$ cat src/rtl/pair_if.sv
// Pair handshake bundle between the scheduler and the force pipeline.
// master: drives pair_valid/pair_i/pair_j/pair_last; receives pair_ready and results.
interface pair_if #(
    parameter int IDX_W = 4
);
    logic             pair_valid;
    logic             pair_ready;
    logic [IDX_W-1:0] pair_i;
    logic [IDX_W-1:0] pair_j;
    logic             pair_last;
    logic             res_valid;
    logic             res_last;

    modport master (
        output pair_valid, pair_i, pair_j, pair_last,
        input  pair_ready, res_valid, res_last
    );

    modport slave (
        input  pair_valid, pair_i, pair_j, pair_last,
        output pair_ready, res_valid, res_last
    );
endinterface

$ cat src/rtl/pair_scheduler.sv
// All-pairs (i,j) issue scheduler for an N-body force pipeline.
// Ports: clk, reset (sync, active-high), start, n_active; pif (pair_if.master)
// carrying pairs out and in-order results back; body_done/body_idx pulse per
// finished body; busy (ISSUE/DRAIN), done (DONE), err (sticky stray result).
module pair_scheduler #(
    parameter int N            = 16,
    parameter int IDX_W        = $clog2(N),
    parameter int MAX_INFLIGHT = 8
) (
    input  logic             clk,
    input  logic             reset,
    input  logic             start,
    input  logic [IDX_W:0]   n_active,
    pair_if.master           pif,
    output logic             body_done,
    output logic [IDX_W-1:0] body_idx,
    output logic             busy,
    output logic             done,
    output logic             err
);
    localparam int CW = $clog2(MAX_INFLIGHT + 1);
    localparam logic [CW-1:0]    MAX_C = CW'(MAX_INFLIGHT);
    localparam logic [IDX_W:0]   N_C   = (IDX_W + 1)'(N);
    localparam logic [IDX_W:0]   ONE   = (IDX_W + 1)'(1);
    localparam logic [IDX_W:0]   TWO   = (IDX_W + 1)'(2);
    localparam logic [IDX_W-1:0] J1    = IDX_W'(1);

    typedef enum logic [1:0] {IDLE, ISSUE, DRAIN, DONE} state_t;

    state_t           state;
    logic [IDX_W:0]   n;
    logic [IDX_W-1:0] i;
    logic [IDX_W-1:0] j;
    logic [IDX_W-1:0] body_cnt;
    logic [CW-1:0]    inflight;

    logic [IDX_W:0]   n_clamp;
    logic [IDX_W:0]   i_x;
    logic [IDX_W:0]   j_x;
    logic [IDX_W-1:0] j_inc;
    logic [IDX_W-1:0] j_nxt;
    logic             last_j;
    logic             xfer;
    logic             res_ok;

    always_comb begin
        n_clamp = (n_active > N_C) ? N_C : n_active;
        i_x     = {1'b0, i};
        j_x     = {1'b0, j};
        // final source index: n-1, unless that is the base body itself
        last_j  = (j_x == n - ONE) ||
                  ((i_x == n - ONE) && (j_x == n - TWO));
        j_inc   = j + 1'b1;
        j_nxt   = (j_inc == i) ? (j_inc + 1'b1) : j_inc;
        pif.pair_valid = (state == ISSUE) && (inflight < MAX_C);
        pif.pair_last  = (state == ISSUE) && last_j;
        pif.pair_i     = i;
        pif.pair_j     = j;
        xfer   = pif.pair_valid && pif.pair_ready;
        // a result with nothing outstanding is a protocol error, not a result
        res_ok = pif.res_valid && (inflight != '0);
        busy   = (state == ISSUE) || (state == DRAIN);
        done   = (state == DONE);
    end

    always_ff @(posedge clk) begin
        if (reset) begin
            state     <= IDLE;
            n         <= '0;
            i         <= '0;
            j         <= '0;
            body_cnt  <= '0;
            inflight  <= '0;
            body_done <= 1'b0;
            body_idx  <= '0;
            err       <= 1'b0;
        end else begin
            body_done <= 1'b0;
            if (pif.res_valid && inflight == '0)
                err <= 1'b1;
            if (res_ok && pif.res_last) begin
                body_done <= 1'b1;
                body_idx  <= body_cnt;
                body_cnt  <= body_cnt + 1'b1;
            end
            if (xfer && !res_ok)
                inflight <= inflight + 1'b1;
            else if (!xfer && res_ok)
                inflight <= inflight - 1'b1;

            unique case (state)
                IDLE, DONE: begin
                    if (start) begin
                        if (n_clamp >= TWO) begin
                            n        <= n_clamp;
                            i        <= '0;
                            j        <= J1;
                            body_cnt <= '0;
                            state    <= ISSUE;
                        end else begin
                            state <= DONE;
                        end
                    end
                end
                ISSUE: begin
                    if (xfer) begin
                        if (!last_j) begin
                            j <= j_nxt;
                        end else if (i_x != n - ONE) begin
                            i <= i + 1'b1;
                            j <= '0;
                        end else begin
                            state <= DRAIN;
                        end
                    end
                end
                DRAIN: begin
                    if (inflight == '0)
                        state <= DONE;
                end
            endcase
        end
    end
endmodule

$ cat src/flat_wrapper.sv
// flat-port wrapper written by rule: the top's interface ports become plain ports
module pair_scheduler_flat 
#(
    parameter int N            = 16,
    parameter int IDX_W        = $clog2(N),
    parameter int MAX_INFLIGHT = 8
)
  (clk, reset, start, n_active, body_done, body_idx, busy, done, err, pif_pair_valid, pif_pair_i, pif_pair_j, pif_pair_last, pif_pair_ready, pif_res_valid, pif_res_last);
  pair_if #(.IDX_W(IDX_W)) pif_i ();
  input  logic clk;
  input  logic reset;
  input  logic start;
  input  logic [IDX_W:0] n_active;
  output logic body_done;
  output logic [IDX_W-1:0] body_idx;
  output logic busy;
  output logic done;
  output logic err;
  output wire logic [$bits(pif_i.pair_valid)-1:0] pif_pair_valid;
  output wire logic [$bits(pif_i.pair_i)-1:0] pif_pair_i;
  output wire logic [$bits(pif_i.pair_j)-1:0] pif_pair_j;
  output wire logic [$bits(pif_i.pair_last)-1:0] pif_pair_last;
  input wire logic [$bits(pif_i.pair_ready)-1:0] pif_pair_ready;
  input wire logic [$bits(pif_i.res_valid)-1:0] pif_res_valid;
  input wire logic [$bits(pif_i.res_last)-1:0] pif_res_last;
  assign pif_pair_valid = pif_i.pair_valid;
  assign pif_pair_i = pif_i.pair_i;
  assign pif_pair_j = pif_i.pair_j;
  assign pif_pair_last = pif_i.pair_last;
  assign pif_i.pair_ready = pif_pair_ready;
  assign pif_i.res_valid = pif_res_valid;
  assign pif_i.res_last = pif_res_last;
  pair_scheduler #(.N(N), .IDX_W(IDX_W), .MAX_INFLIGHT(MAX_INFLIGHT)) u_core (.clk(clk), .reset(reset), .start(start), .n_active(n_active), .pif(pif_i), .body_done(body_done), .body_idx(body_idx), .busy(busy), .done(done), .err(err));
endmodule
$ cat config.mk
export PLATFORM = sky130hd
export DESIGN_NAME = pair_scheduler_flat
export DESIGN_NICKNAME = d
export VERILOG_FILES = /design/src/rtl/pair_if.sv /design/src/rtl/pair_scheduler.sv /design/src/flat_wrapper.sv
export SDC_FILE = /design/constraint.sdc
export NUM_CORES = 1
export LEC_CHECK = 0
export CAP_MARGIN = 15
export CORE_MARGIN = 2
export CORE_UTILIZATION = 58
export DETAILED_ROUTE_END_ITERATION = 12
export PLACE_DENSITY = 0.95
export SYNTH_ARGS = -nofsm -noshare
export SYNTH_HDL_FRONTEND = slang
export SYNTH_SLANG_ARGS = --single-unit
$ cat constraint.sdc
create_clock -name clk -period 4.4 [get_ports clk]
set_input_delay 0.88 -clock clk [delete_from_list [all_inputs] [get_ports clk]]
set_output_delay 0.88 -clock clk [all_outputs]
set_load 0.01 [all_outputs]
==> impl_metrics.xml, run 1 <==
<?xml version="1.0" encoding="UTF-8"?>
<metrics>
  <group name="status">
    <metric name="run_status" unit="">completed</metric>
  </group>
  <group name="yosys">
    <metric name="synth_sequential_area_ratio" unit="%">30.6</metric>
    <metric name="synth_cell_type_count" unit="">42</metric>
    <metric name="synth.net_count" unit="">257</metric>
    <metric name="synth_ff_type" unit="">dfxtp_1</metric>
    <metric name="ys_async_sr_fraction" unit="%">0</metric>
    <metric name="synth_instances" unit="">231</metric>
    <metric name="synth.ff_latch_count" unit="">29</metric>
    <metric name="syn-mean-instance-area" unit="µm²">8.22</metric>
    <metric name="post_synth_instance_area" unit="mm²">0.00190</metric>
    <metric name="post_synth_edffs" unit="">0</metric>
    <metric name="synth-warning-count" unit="">0</metric>
  </group>
  <group name="global_routing">
    <metric name="gr-usage-all-layers" unit="%">25.5</metric>
    <metric name="grt_pass1_vias" unit="">1636</metric>
    <metric name="largest_net_degree_at_the_start_of_global_routing" unit="">30</metric>
    <metric name="grt_overflow" unit="">0</metric>
    <metric name="grt_antenna_before_repair" unit="">0</metric>
    <metric name="grt_first_pass_wirelength" unit="mm">7.16</metric>
  </group>
  <group name="die">
    <metric name="core_area" unit="mm²">0.00308</metric>
    <metric name="initial_utilization" unit="%">61.7</metric>
    <metric name="die_area" unit="mm²">0.00375</metric>
    <metric name="floorplan.io_pins" unit="">29</metric>
    <metric name="std_cell_rows" unit="">20</metric>
    <metric name="die_h" unit="µm">61.2</metric>
    <metric name="chipWidth" unit="µm">61.2</metric>
  </group>
  <group name="timing">
    <metric name="post-route-min-period" unit="ns">3.87</metric>
    <metric name="fin_worst_hold_slack" unit="ns">0.462</metric>
    <metric name="report.final.hold_viol_count" unit="">0</metric>
    <metric name="finalCritPeriodShare" unit="%">87.9</metric>
    <metric name="clock.fmax" unit="MHz">259</metric>
    <metric name="worst_clock_skew" unit="ns">0.0123</metric>
    <metric name="worst_slew_margin_rel" unit="%">29.6</metric>
    <metric name="final_max_slew_viol_count" unit="">0</metric>
    <metric name="tightest_slew" unit="ns">1.05</metric>
    <metric name="rsz0062_at_grt" unit="">false</metric>
    <metric name="timing.setup.tns" unit="ns">0</metric>
    <metric name="setup_violations" unit="">0</metric>
  </group>
  <group name="finish">
    <metric name="antennaDiodeCount" unit="">0</metric>
    <metric name="area.growth.synth_to_final" unit="%">18.8</metric>
    <metric name="drive_gt1_share" unit="%">4.65</metric>
    <metric name="layout.nets" unit="">284</metric>
  </group>
  <group name="setup_path">
    <metric name="cp.arrival" unit="ns">2.99</metric>
    <metric name="crit-reg2reg-capture" unit="">u_core.inflight[3]$_SDFFE_PP0P_</metric>
    <metric name="required" unit="ns">3.52</metric>
    <metric name="critPathKind" unit="">reg -&gt; out</metric>
    <metric name="critical_path.reg2reg.startpoint" unit="">u_core.inflight[0]$_SDFFE_PP0P_</metric>
    <metric name="setup.worst_path.end" unit="">pif_pair_last</metric>
    <metric name="reg_to_reg_setup_timing_slack" unit="ns">1.70</metric>
    <metric name="timing.reg2reg.worst_path_depth" unit="">10</metric>
    <metric name="worstSetupStartpoint" unit="">u_core.n[0]$_SDFFE_PP0P_</metric>
    <metric name="timing.critical_path.fanout_max" unit="">5</metric>
    <metric name="timing.critical_path.to_type" unit="">primary output</metric>
    <metric name="startpoint_kind_of_the_worst_setup_timing_path" unit="">register</metric>
  </group>
  <group name="placement">
    <metric name="detailed_place_hpwl" unit="mm">3.13</metric>
    <metric name="gpl_congestion" unit="">0.878</metric>
    <metric name="port_buffers" unit="">28</metric>
  </group>
  <group name="route">
    <metric name="via_count" unit="">1753</metric>
    <metric name="dr.pass1.iters" unit="">4</metric>
    <metric name="drt-initial-drc-count" unit="">70</metric>
    <metric name="via_per_inst" unit="">5.80</metric>
    <metric name="wl_per_cell" unit="µm">13.9</metric>
    <metric name="remaining_drc_errors" unit="">0</metric>
    <metric name="routed_wirelength" unit="mm">4.19</metric>
    <metric name="ant_nets" unit="">0</metric>
  </group>
  <group name="clocking">
    <metric name="clock-sinks" unit="">29</metric>
    <metric name="cts.repair.resized" unit="">0</metric>
    <metric name="cts_root_buffer" unit="">clkbuf_4</metric>
    <metric name="cts.clk_slew.worst_paths" unit="ns">0.09</metric>
    <metric name="post-cts-setup-buffers" unit="">0</metric>
    <metric name="cts_hold_buffers" unit="">0</metric>
    <metric name="cts_made_buffers" unit="">5</metric>
    <metric name="cts_max_path_buffers" unit="">2</metric>
    <metric name="htree_levels" unit="">2</metric>
    <metric name="clkLatencyLatePin" unit="ns">0.32</metric>
    <metric name="cts_tree" unit="">built</metric>
  </group>
  <group name="power">
    <metric name="leakage_power_figure" unit="nW">0.863</metric>
    <metric name="ir_drop" unit="mV">0.356</metric>
    <metric name="p_per_area" unit="mW/mm²">451</metric>
  </group>
  <group name="hold_path">
    <metric name="hold_path_class" unit="">reg -&gt; reg</metric>
  </group>
  <group name="flow_run">
    <metric name="maxCapViolations" unit="">0</metric>
  </group>
</metrics>
through the flow:
step	instance area, µm²	worst slack [ns]	std cells	total power, mW	util [%]
2_1_floorplan	1900	1.60	231	0.720	-
3_3_place_gp	2200	1.02	295	0.837	71.5
3_5_place_dp	2200	0.928	295	0.854	71.5
4_1_cts	2260	0.564	302	1.02	73.3
5_1_grt	2260	0.338	302	1.11	73.3
6_report	2260	0.534	302	1.02	73.3
where the power goes:
group	switching (mW)	internal [mW]	total, mW
clock network	0.0873	0.0754	0.163
registers	0.0530	0.300	0.353
logic	0.279	0.224	0.503
cell usage in the layout (no fill, tap or decap), drive strengths merged, types with 2 or more instances in the layout:
cell type       n
clkbuf          7
nor2b           3
nor2           19
nor3            6
or3             3
clkdlybuf4s50  28
a31oi           3
ha             14
nand2          22
dfxtp          29
inv            16
a311oi          4
o211ai          2
a211oi          5
xor2           13
nor3b           5
a21o            5
mux2i           3
xnor2          11
or4             2
o21ai           9
nand4           6
nand3           6
and2            2
a21oi          21
how the worst min path moves through the flow:
stage,endpoint,slack (ns),cells past startpoint,startpoint
detailed placement,u_core.body_idx[2]$_SDFFE_PP0P_,0.45,2,u_core.body_idx[2]$_SDFFE_PP0P_
CTS,u_core.body_idx[2]$_SDFFE_PP0P_,0.46,2,u_core.body_idx[2]$_SDFFE_PP0P_
finish,u_core.body_idx[2]$_SDFFE_PP0P_,0.46,2,u_core.body_idx[2]$_SDFFE_PP0P_
global route,u_core.body_idx[1]$_SDFFE_PP0P_,0.49,2,u_core.body_idx[1]$_SDFFE_PP0P_
floorplan,u_core.body_idx[3]$_SDFFE_PP0P_,0.44,2,u_core.body_cnt[3]$_SDFF_PP0_
global placement,u_core.body_idx[3]$_SDFFE_PP0P_,0.45,2,u_core.body_idx[3]$_SDFFE_PP0P_
cell usage after synthesis, types with 9 or more instances:
| master | count | share of area [%] |
|---|---|---|
| a21oi_1 | 21 | 5.5 |
| dfxtp_1 | 29 | 31 |
| ha_1 | 14 | 9.2 |
| inv_1 | 16 | 3.2 |
| nand2_1 | 21 | 4.2 |
| nor2_1 | 19 | 3.8 |
| o21ai_0 | 9 | 2.4 |
| xnor2_1 | 11 | 5.1 |
| xor2_1 | 13 | 6.0 |
metal layers:
| layer | global-route usage, % | share of wire, % | vias to the layer above |
|---|---|---|---|
| li1 | - | - | 870 |
| met1 | 30.6 | 44 | 831 |
| met2 | 44.4 | 51 | 42 |
| met3 | 4.62 | 3.7 | 10 |
| met4 | 10.9 | 1.7 | 0 |
| met5 | 0 | 0 | - |
cell type report:
class                   instances  area [µm²]
flip-flops and latches         29         581
fillers                       239         821
multi-input cells             178        1230
inverters                      16        60.1
repair buffers                 28         280
clock buffers                   7        55.1
well taps                      44        55.1
registers in the layout, summed over array words and instances (netlist names):
signal	flops
u_core.body_cnt	4
u_core.pif.pair_j	4
u_core.err	1
u_core.body_idx	4
u_core.inflight	4
u_core.pif.pair_i	4
u_core.body_done	1
u_core.n	5
u_core.state	2
kinds of logic after synthesis:
logic type	share of synthesized area, %
muxes	2.17
and+or+nand+nor	21.3
xor gates and xnor gates	11.1
buffers and inverters	4.87
adders and majority gates	10.3
DFF	30.6
AOI/OAI and AO/OA	19.7
critical path, cell delays in order (launching register included):
cell             delay (ns)
dfxtp_1                0.42
inv_1                  0.07
ha_1                   0.27
xor2_1                 0.18
or3_1                  0.33
a311oi_1               0.44
a31oi_1                0.27
nor2_1                 0.14
clkdlybuf4s50_1        0.54
Note: power is estimated with default switching activity, not from simulation.
==> run 2: changes to the inputs <==
Settings changed: MAX_ROUTING_LAYER from default to met4, SLEW_MARGIN from default to 20.
==> run 2 against run 1 <==
Compared with the run above: fmax is 0.75% higher; via count is 0.68% lower; wire length is 2.1% higher; sequential share of layout area hardly changed; die area stayed put; flip-flop and latch count stayed put; critical path depth stayed put; clock-buffer cell count is 1 lower; first-iteration DRC count is 4.3% higher; clock skew is 0.0023 ns lower; largest cell class unchanged.
==> impl_metrics.xml, run 2 (same netlist as run 1, synthesis figures left out) <==
<?xml version="1.0" encoding="UTF-8"?>
<metrics>
  <group name="setup_path">
    <metric name="required" unit="ns">3.52</metric>
    <metric name="slowest_stage" unit="">clkdlybuf4s50_1</metric>
    <metric name="crit_path_max_incr_delay" unit="ns">0.54</metric>
    <metric name="startpoint_kind_of_the_worst_setup_timing_path" unit="">register</metric>
    <metric name="reg_to_reg_setup_timing_slack" unit="ns">1.74</metric>
    <metric name="cp.arrival" unit="ns">2.96</metric>
    <metric name="timing.critical_path.fanout_max" unit="">7</metric>
    <metric name="cp_cell_sequence" unit="">inv_1 -&gt; ha_1 -&gt; xor2_1 -&gt; or3_4 -&gt; a311oi_4 -&gt; a31oi_1 -&gt; nor2_1 -&gt; clkdlybuf4s50_1</metric>
    <metric name="critPathKind" unit="">reg -&gt; out</metric>
    <metric name="timing.critical_path.to_type" unit="">primary output</metric>
  </group>
  <group name="power">
    <metric name="fin_total_pwr" unit="mW">1.01</metric>
    <metric name="ir_drop" unit="mV">0.410</metric>
    <metric name="leakage_power_figure" unit="nW">0.864</metric>
    <metric name="p_per_area" unit="mW/mm²">450</metric>
  </group>
  <group name="clocking">
    <metric name="clkLatencyLatePin" unit="ns">0.34</metric>
    <metric name="cts.repair.resized" unit="">0</metric>
    <metric name="cts_made_buffers" unit="">5</metric>
    <metric name="htree_levels" unit="">2</metric>
    <metric name="clock-sinks" unit="">29</metric>
    <metric name="cts_root_buffer" unit="">clkbuf_4</metric>
    <metric name="cts_hold_buffers" unit="">0</metric>
    <metric name="cts_max_path_buffers" unit="">2</metric>
    <metric name="cts_tree" unit="">built</metric>
    <metric name="cts.clk_slew.worst_paths" unit="ns">0.10</metric>
    <metric name="post-cts-setup-buffers" unit="">0</metric>
  </group>
  <group name="timing">
    <metric name="clock.fmax" unit="MHz">261</metric>
    <metric name="fin_worst_hold_slack" unit="ns">0.466</metric>
    <metric name="timing.setup.tns" unit="ns">0</metric>
    <metric name="report.final.hold_viol_count" unit="">0</metric>
    <metric name="post-route-min-period" unit="ns">3.84</metric>
    <metric name="rsz0062_at_grt" unit="">false</metric>
    <metric name="worst_clock_skew" unit="ns">0.00995</metric>
    <metric name="finalCritPeriodShare" unit="%">87.2</metric>
    <metric name="final_max_slew_viol_count" unit="">0</metric>
    <metric name="setup_violations" unit="">0</metric>
    <metric name="worst_slew_margin_rel" unit="%">26.8</metric>
    <metric name="tightest_slew" unit="ns">1.10</metric>
  </group>
  <group name="route">
    <metric name="dr.pass1.iters" unit="">5</metric>
    <metric name="via_per_inst" unit="">5.75</metric>
    <metric name="drt-initial-drc-count" unit="">73</metric>
    <metric name="wl_per_cell" unit="µm">14.1</metric>
    <metric name="routed_wirelength" unit="mm">4.28</metric>
    <metric name="ant_nets" unit="">0</metric>
    <metric name="via_count" unit="">1741</metric>
    <metric name="remaining_drc_errors" unit="">0</metric>
  </group>
  <group name="finish">
    <metric name="nFillCells" unit="">253</metric>
    <metric name="largest-register" unit="">u_core.n</metric>
    <metric name="post-route-util" unit="%">73.2</metric>
    <metric name="layout_common_cells" unit="">dfxtp_1, clkdlybuf4s50_1, nand2_1, a21oi_1, nor2_1</metric>
    <metric name="antennaDiodeCount" unit="">0</metric>
    <metric name="drive_gt1_share" unit="%">5.02</metric>
    <metric name="finalNonFillerCells" unit="">303</metric>
    <metric name="register_area" unit="µm²">581</metric>
    <metric name="mostFrequentLayoutCell" unit="">dfxtp_1</metric>
    <metric name="area.growth.synth_to_final" unit="%">18.6</metric>
    <metric name="layout.nets" unit="">284</metric>
    <metric name="flip_flop_count_of_the_largest_register_after_layout" unit="">5</metric>
    <metric name="multi_input_comb_area" unit="mm²">0.00123</metric>
  </group>
  <group name="status">
    <metric name="run_status" unit="">completed</metric>
  </group>
  <group name="hold_path">
    <metric name="hold_path_class" unit="">reg -&gt; reg</metric>
  </group>
  <group name="die">
    <metric name="core_area" unit="mm²">0.00308</metric>
    <metric name="initial_utilization" unit="%">61.7</metric>
    <metric name="die_area" unit="mm²">0.00375</metric>
    <metric name="chipWidth" unit="µm">61.2</metric>
    <metric name="floorplan.io_pins" unit="">29</metric>
    <metric name="std_cell_rows" unit="">20</metric>
    <metric name="die_h" unit="µm">61.2</metric>
  </group>
  <group name="placement">
    <metric name="detailed_place_hpwl" unit="mm">3.14</metric>
    <metric name="number_of_cells_after_detailed_placement" unit="">295</metric>
    <metric name="port_buffers" unit="">28</metric>
    <metric name="gpl_congestion" unit="">0.891</metric>
  </group>
  <group name="global_routing">
    <metric name="grt_overflow" unit="">0</metric>
    <metric name="grt_antenna_before_repair" unit="">0</metric>
    <metric name="grtUsageMet3" unit="%">6.51</metric>
    <metric name="gr-usage-all-layers" unit="%">26.9</metric>
    <metric name="busiest_layer" unit="">met2</metric>
    <metric name="largest_net_degree_at_the_start_of_global_routing" unit="">30</metric>
    <metric name="grt_pass1_vias" unit="">1667</metric>
    <metric name="grt_first_pass_wirelength" unit="mm">7.10</metric>
    <metric name="grt.met1_usage" unit="%">27.7</metric>
    <metric name="grt_util_met2" unit="%">47.7</metric>
  </group>
  <group name="flow_run">
    <metric name="maxCapViolations" unit="">0</metric>
  </group>
</metrics>
[run 2: cell count changes in the layout (fill, tap and decap cells not counted)]
cell,before,now
clkbuf_8,1,0
clkinv_2,0,2
[run 2: per-stage QoR]
stage / setup WS (ns) / cell area (µm²)
after floorplan: 1.60 / 1900
after global placement: 1.02 / 2200
after detailed placement: 0.952 / 2200
after CTS: 0.568 / 2250
after global routing: 0.334 / 2250
final: 0.562 / 2250
[run 2: power by group]
part / switching (mW) / internal, mW
combinational: 0.277 / 0.223
clock: 0.101 / 0.0607
sequential: 0.0517 / 0.300
[run 2: worst paths after layout]
check,startpoint,end,depth (start not counted)
setup / recovery,u_core.n[0]$_SDFFE_PP0P_,pif_pair_last,8
hold / removal,u_core.body_idx[2]$_SDFFE_PP0P_,u_core.body_idx[2]$_SDFFE_PP0P_,2
setup reg to reg,u_core.inflight[0]$_SDFFE_PP0P_,u_core.inflight[3]$_SDFFE_PP0P_,10
hold reg to reg,u_core.body_idx[2]$_SDFFE_PP0P_,u_core.body_idx[2]$_SDFFE_PP0P_,2
[run 2: critical path, delay by kind of cell, from the launching register on]
family / cells / cell delay, ns
AO/OA/AOI/OAI: 2 / 0.66
XOR/XNOR: 1 / 0.18
adder cells (fa/ha/maj): 1 / 0.26
flip-flops: 1 / 0.42
buffers and inverters: 2 / 0.61
AND/OR/NAND/NOR: 2 / 0.48
[run 2: metal layers]
metal / part of all wire (%) / vias to the layer above
met5: 0 / -
met4: 1.1 / 0
met3: 3.6 / 5
li1: - / 871
met1: 44 / 829
met2: 51 / 36
[run 2: layout make-up]
class / count / area share [%]
well taps: 44 / 2.44
clock buffers: 6 / 1.83
repair buffers: 28 / 12.4
multi-input cells: 178 / 54.4
clock inverters: 2 / 0.444
flip-flops and latches: 29 / 25.8
inverters: 16 / 2.67
==> run 3: changes to the inputs <==
Settings changed: PLACE_DENSITY 0.95 to 0.88.
==> run 3 against run 2 <==
Compared with the run above: core utilization up 1.5 points; critical endpoint unchanged; largest power group unchanged; clock skew up 0.00084 ns; setup slack worse by 0.0016 ns; clock power up 70%.
==> impl_metrics.xml, run 3 (same netlist as run 1, synthesis figures left out) <==
<?xml version="1.0" encoding="UTF-8"?>
<metrics>
  <group name="die">
    <metric name="std_cell_rows" unit="">20</metric>
    <metric name="initial_utilization" unit="%">61.7</metric>
    <metric name="chipWidth" unit="µm">61.2</metric>
    <metric name="floorplan.io_pins" unit="">29</metric>
    <metric name="die_area" unit="mm²">0.00375</metric>
    <metric name="die_h" unit="µm">61.2</metric>
    <metric name="core_area" unit="mm²">0.00308</metric>
  </group>
  <group name="placement">
    <metric name="placement.setup.worst_slack" unit="ns">0.916</metric>
    <metric name="detailed_place_hpwl" unit="mm">3.10</metric>
    <metric name="gpl_congestion" unit="">0.842</metric>
    <metric name="port_buffers" unit="">28</metric>
  </group>
  <group name="setup_path">
    <metric name="path_delay_family" unit="">compound AO/OA/AOI/OAI gates</metric>
    <metric name="required" unit="ns">3.52</metric>
    <metric name="timing.critical_path.buf_inv" unit="">2</metric>
    <metric name="slowest_stage" unit="">clkdlybuf4s50_1</metric>
    <metric name="timing.critical_path.to_type" unit="">primary output</metric>
    <metric name="crit_path_max_incr_delay" unit="ns">0.54</metric>
    <metric name="startpoint_kind_of_the_worst_setup_timing_path" unit="">register</metric>
    <metric name="cp.arrival" unit="ns">2.96</metric>
    <metric name="critPathKind" unit="">reg -&gt; out</metric>
    <metric name="timing.critical_path.fanout_max" unit="">5</metric>
    <metric name="cp_cell_sequence" unit="">inv_1 -&gt; ha_1 -&gt; xor2_1 -&gt; or3_1 -&gt; a311oi_1 -&gt; a31oi_1 -&gt; nor2_1 -&gt; clkdlybuf4s50_1</metric>
  </group>
  <group name="hold_path">
    <metric name="hold_path_class" unit="">reg -&gt; reg</metric>
  </group>
  <group name="clocking">
    <metric name="cts_tree" unit="">built</metric>
    <metric name="cts.repair.resized" unit="">0</metric>
    <metric name="cts_made_buffers" unit="">5</metric>
    <metric name="cts.clk_slew.worst_paths" unit="ns">0.10</metric>
    <metric name="htree_levels" unit="">2</metric>
    <metric name="clock-sinks" unit="">29</metric>
    <metric name="clkLatencyLatePin" unit="ns">0.33</metric>
    <metric name="cts_max_path_buffers" unit="">2</metric>
    <metric name="post-cts-setup-buffers" unit="">0</metric>
    <metric name="cts_hold_buffers" unit="">0</metric>
    <metric name="cts_root_buffer" unit="">clkbuf_4</metric>
  </group>
  <group name="global_routing">
    <metric name="largest_net_degree_at_the_start_of_global_routing" unit="">30</metric>
    <metric name="grt_overflow" unit="">0</metric>
    <metric name="grt_antenna_before_repair" unit="">0</metric>
    <metric name="gr-usage-all-layers" unit="%">27.8</metric>
    <metric name="grt_pass1_vias" unit="">1673</metric>
    <metric name="grt_first_pass_wirelength" unit="mm">7.54</metric>
  </group>
  <group name="finish">
    <metric name="drive_gt1_share" unit="%">5.79</metric>
    <metric name="largest-register" unit="">u_core.n</metric>
    <metric name="mostFrequentLayoutCell" unit="">dfxtp_1</metric>
    <metric name="area.growth.synth_to_final" unit="%">21.1</metric>
    <metric name="layout_common_cells" unit="">dfxtp_1, clkdlybuf4s50_1, nand2_1, a21oi_1, nor2_1</metric>
    <metric name="flip_flop_count_of_the_largest_register_after_layout" unit="">5</metric>
    <metric name="antennaDiodeCount" unit="">0</metric>
    <metric name="layout.nets" unit="">284</metric>
  </group>
  <group name="timing">
    <metric name="setup_violations" unit="">0</metric>
    <metric name="setup_ws" unit="ns">0.561</metric>
    <metric name="worst_slew_margin_rel" unit="%">64.9</metric>
    <metric name="final_max_slew_viol_count" unit="">0</metric>
    <metric name="worst_clock_skew" unit="ns">0.0108</metric>
    <metric name="clock.fmax" unit="MHz">260</metric>
    <metric name="fin_worst_hold_slack" unit="ns">0.458</metric>
    <metric name="timing.setup.tns" unit="ns">0</metric>
    <metric name="report.final.hold_viol_count" unit="">0</metric>
    <metric name="finalCritPeriodShare" unit="%">87.3</metric>
    <metric name="tightest_slew" unit="ns">0.527</metric>
    <metric name="post-route-min-period" unit="ns">3.84</metric>
    <metric name="rsz0062_at_grt" unit="">false</metric>
  </group>
  <group name="power">
    <metric name="leakage_power_figure" unit="nW">0.887</metric>
    <metric name="clock_power_share" unit="%">24.3</metric>
    <metric name="p_int" unit="mW">0.699</metric>
    <metric name="p_per_area" unit="mW/mm²">493</metric>
    <metric name="sequentialPowerShare" unit="%">31.1</metric>
    <metric name="power.switching_fraction" unit="%">38.3</metric>
    <metric name="comb_power_share" unit="%">44.7</metric>
    <metric name="ir_drop" unit="mV">0.398</metric>
    <metric name="switching_power" unit="mW">0.435</metric>
  </group>
  <group name="route">
    <metric name="drt-initial-drc-count" unit="">101</metric>
    <metric name="routed_wirelength" unit="mm">4.35</metric>
    <metric name="via_count" unit="">1746</metric>
    <metric name="via_per_inst" unit="">5.76</metric>
    <metric name="dr.pass1.iters" unit="">4</metric>
    <metric name="ant_nets" unit="">0</metric>
    <metric name="wl_per_cell" unit="µm">14.4</metric>
    <metric name="remaining_drc_errors" unit="">0</metric>
  </group>
  <group name="flow_run">
    <metric name="maxCapViolations" unit="">0</metric>
  </group>
  <group name="status">
    <metric name="run_status" unit="">completed</metric>
  </group>
</metrics>
## run 3: routing by layer
layer,wire length [µm],GRT usage [%],vias to the layer above
met5,0,-,-
met4,78,9.94,0
met3,217,6.72,9
met2,2090,46.2,54
met1,1960,32.4,812
li1,-,-,871
## run 3: final timing paths
kind	startpoint	endpoint	slack (ns)	cells after the start
setup / recovery	u_core.n[0]$_SDFFE_PP0P_	pif_pair_last	0.56	8
setup reg to reg	u_core.inflight[0]$_SDFFE_PP0P_	u_core.inflight[3]$_SDFFE_PP0P_	1.66	10
hold reg to reg	u_core.body_idx[1]$_SDFFE_PP0P_	u_core.body_idx[1]$_SDFFE_PP0P_	0.46	2
hold / removal	u_core.body_idx[1]$_SDFFE_PP0P_	u_core.body_idx[1]$_SDFFE_PP0P_	0.46	2
## run 3: area by class of cell
type / instances / area (µm²)
fill: 253 / 778
tap: 44 / 55.1
multi-input combinational: 178 / 1230
inverter: 16 / 60.1
clock buffer: 5 / 37.5
sequential: 29 / 581
clock inverter: 3 / 65.1
timing repair buffer: 28 / 275
## run 3: per-stage QoR
stage          util, %  instances  area [µm²]  power [mW]
3_3_place_gp      71.5        295        2200       0.838
4_1_cts           74.9        303        2300        1.14
5_1_grt           74.7        303        2300        1.22
6_report          74.7        303        2300        1.13
2_1_floorplan        -        231        1900       0.720
3_5_place_dp      71.5        295        2200       0.854
## run 3: power groups by stage
stage          Sequential (mW)  Clock (mW)  Combinational [mW]
5_1_grt                  0.360       0.289               0.573
2_1_floorplan            0.343           0               0.377
3_3_place_gp             0.355           0               0.484
6_report                 0.352       0.275               0.506
4_1_cts                  0.352       0.279               0.506
3_5_place_dp             0.358           0               0.496
## run 3: worst register-to-register path: cells and delay by family, from the launching register on
kind	cells	cell delay [ns]
simple gates	3	1.09
fa+ha+maj	2	0.51
compound gates	3	0.50
flops	1	0.37
xor+xnor	1	0.12
buf+inv	1	0.11
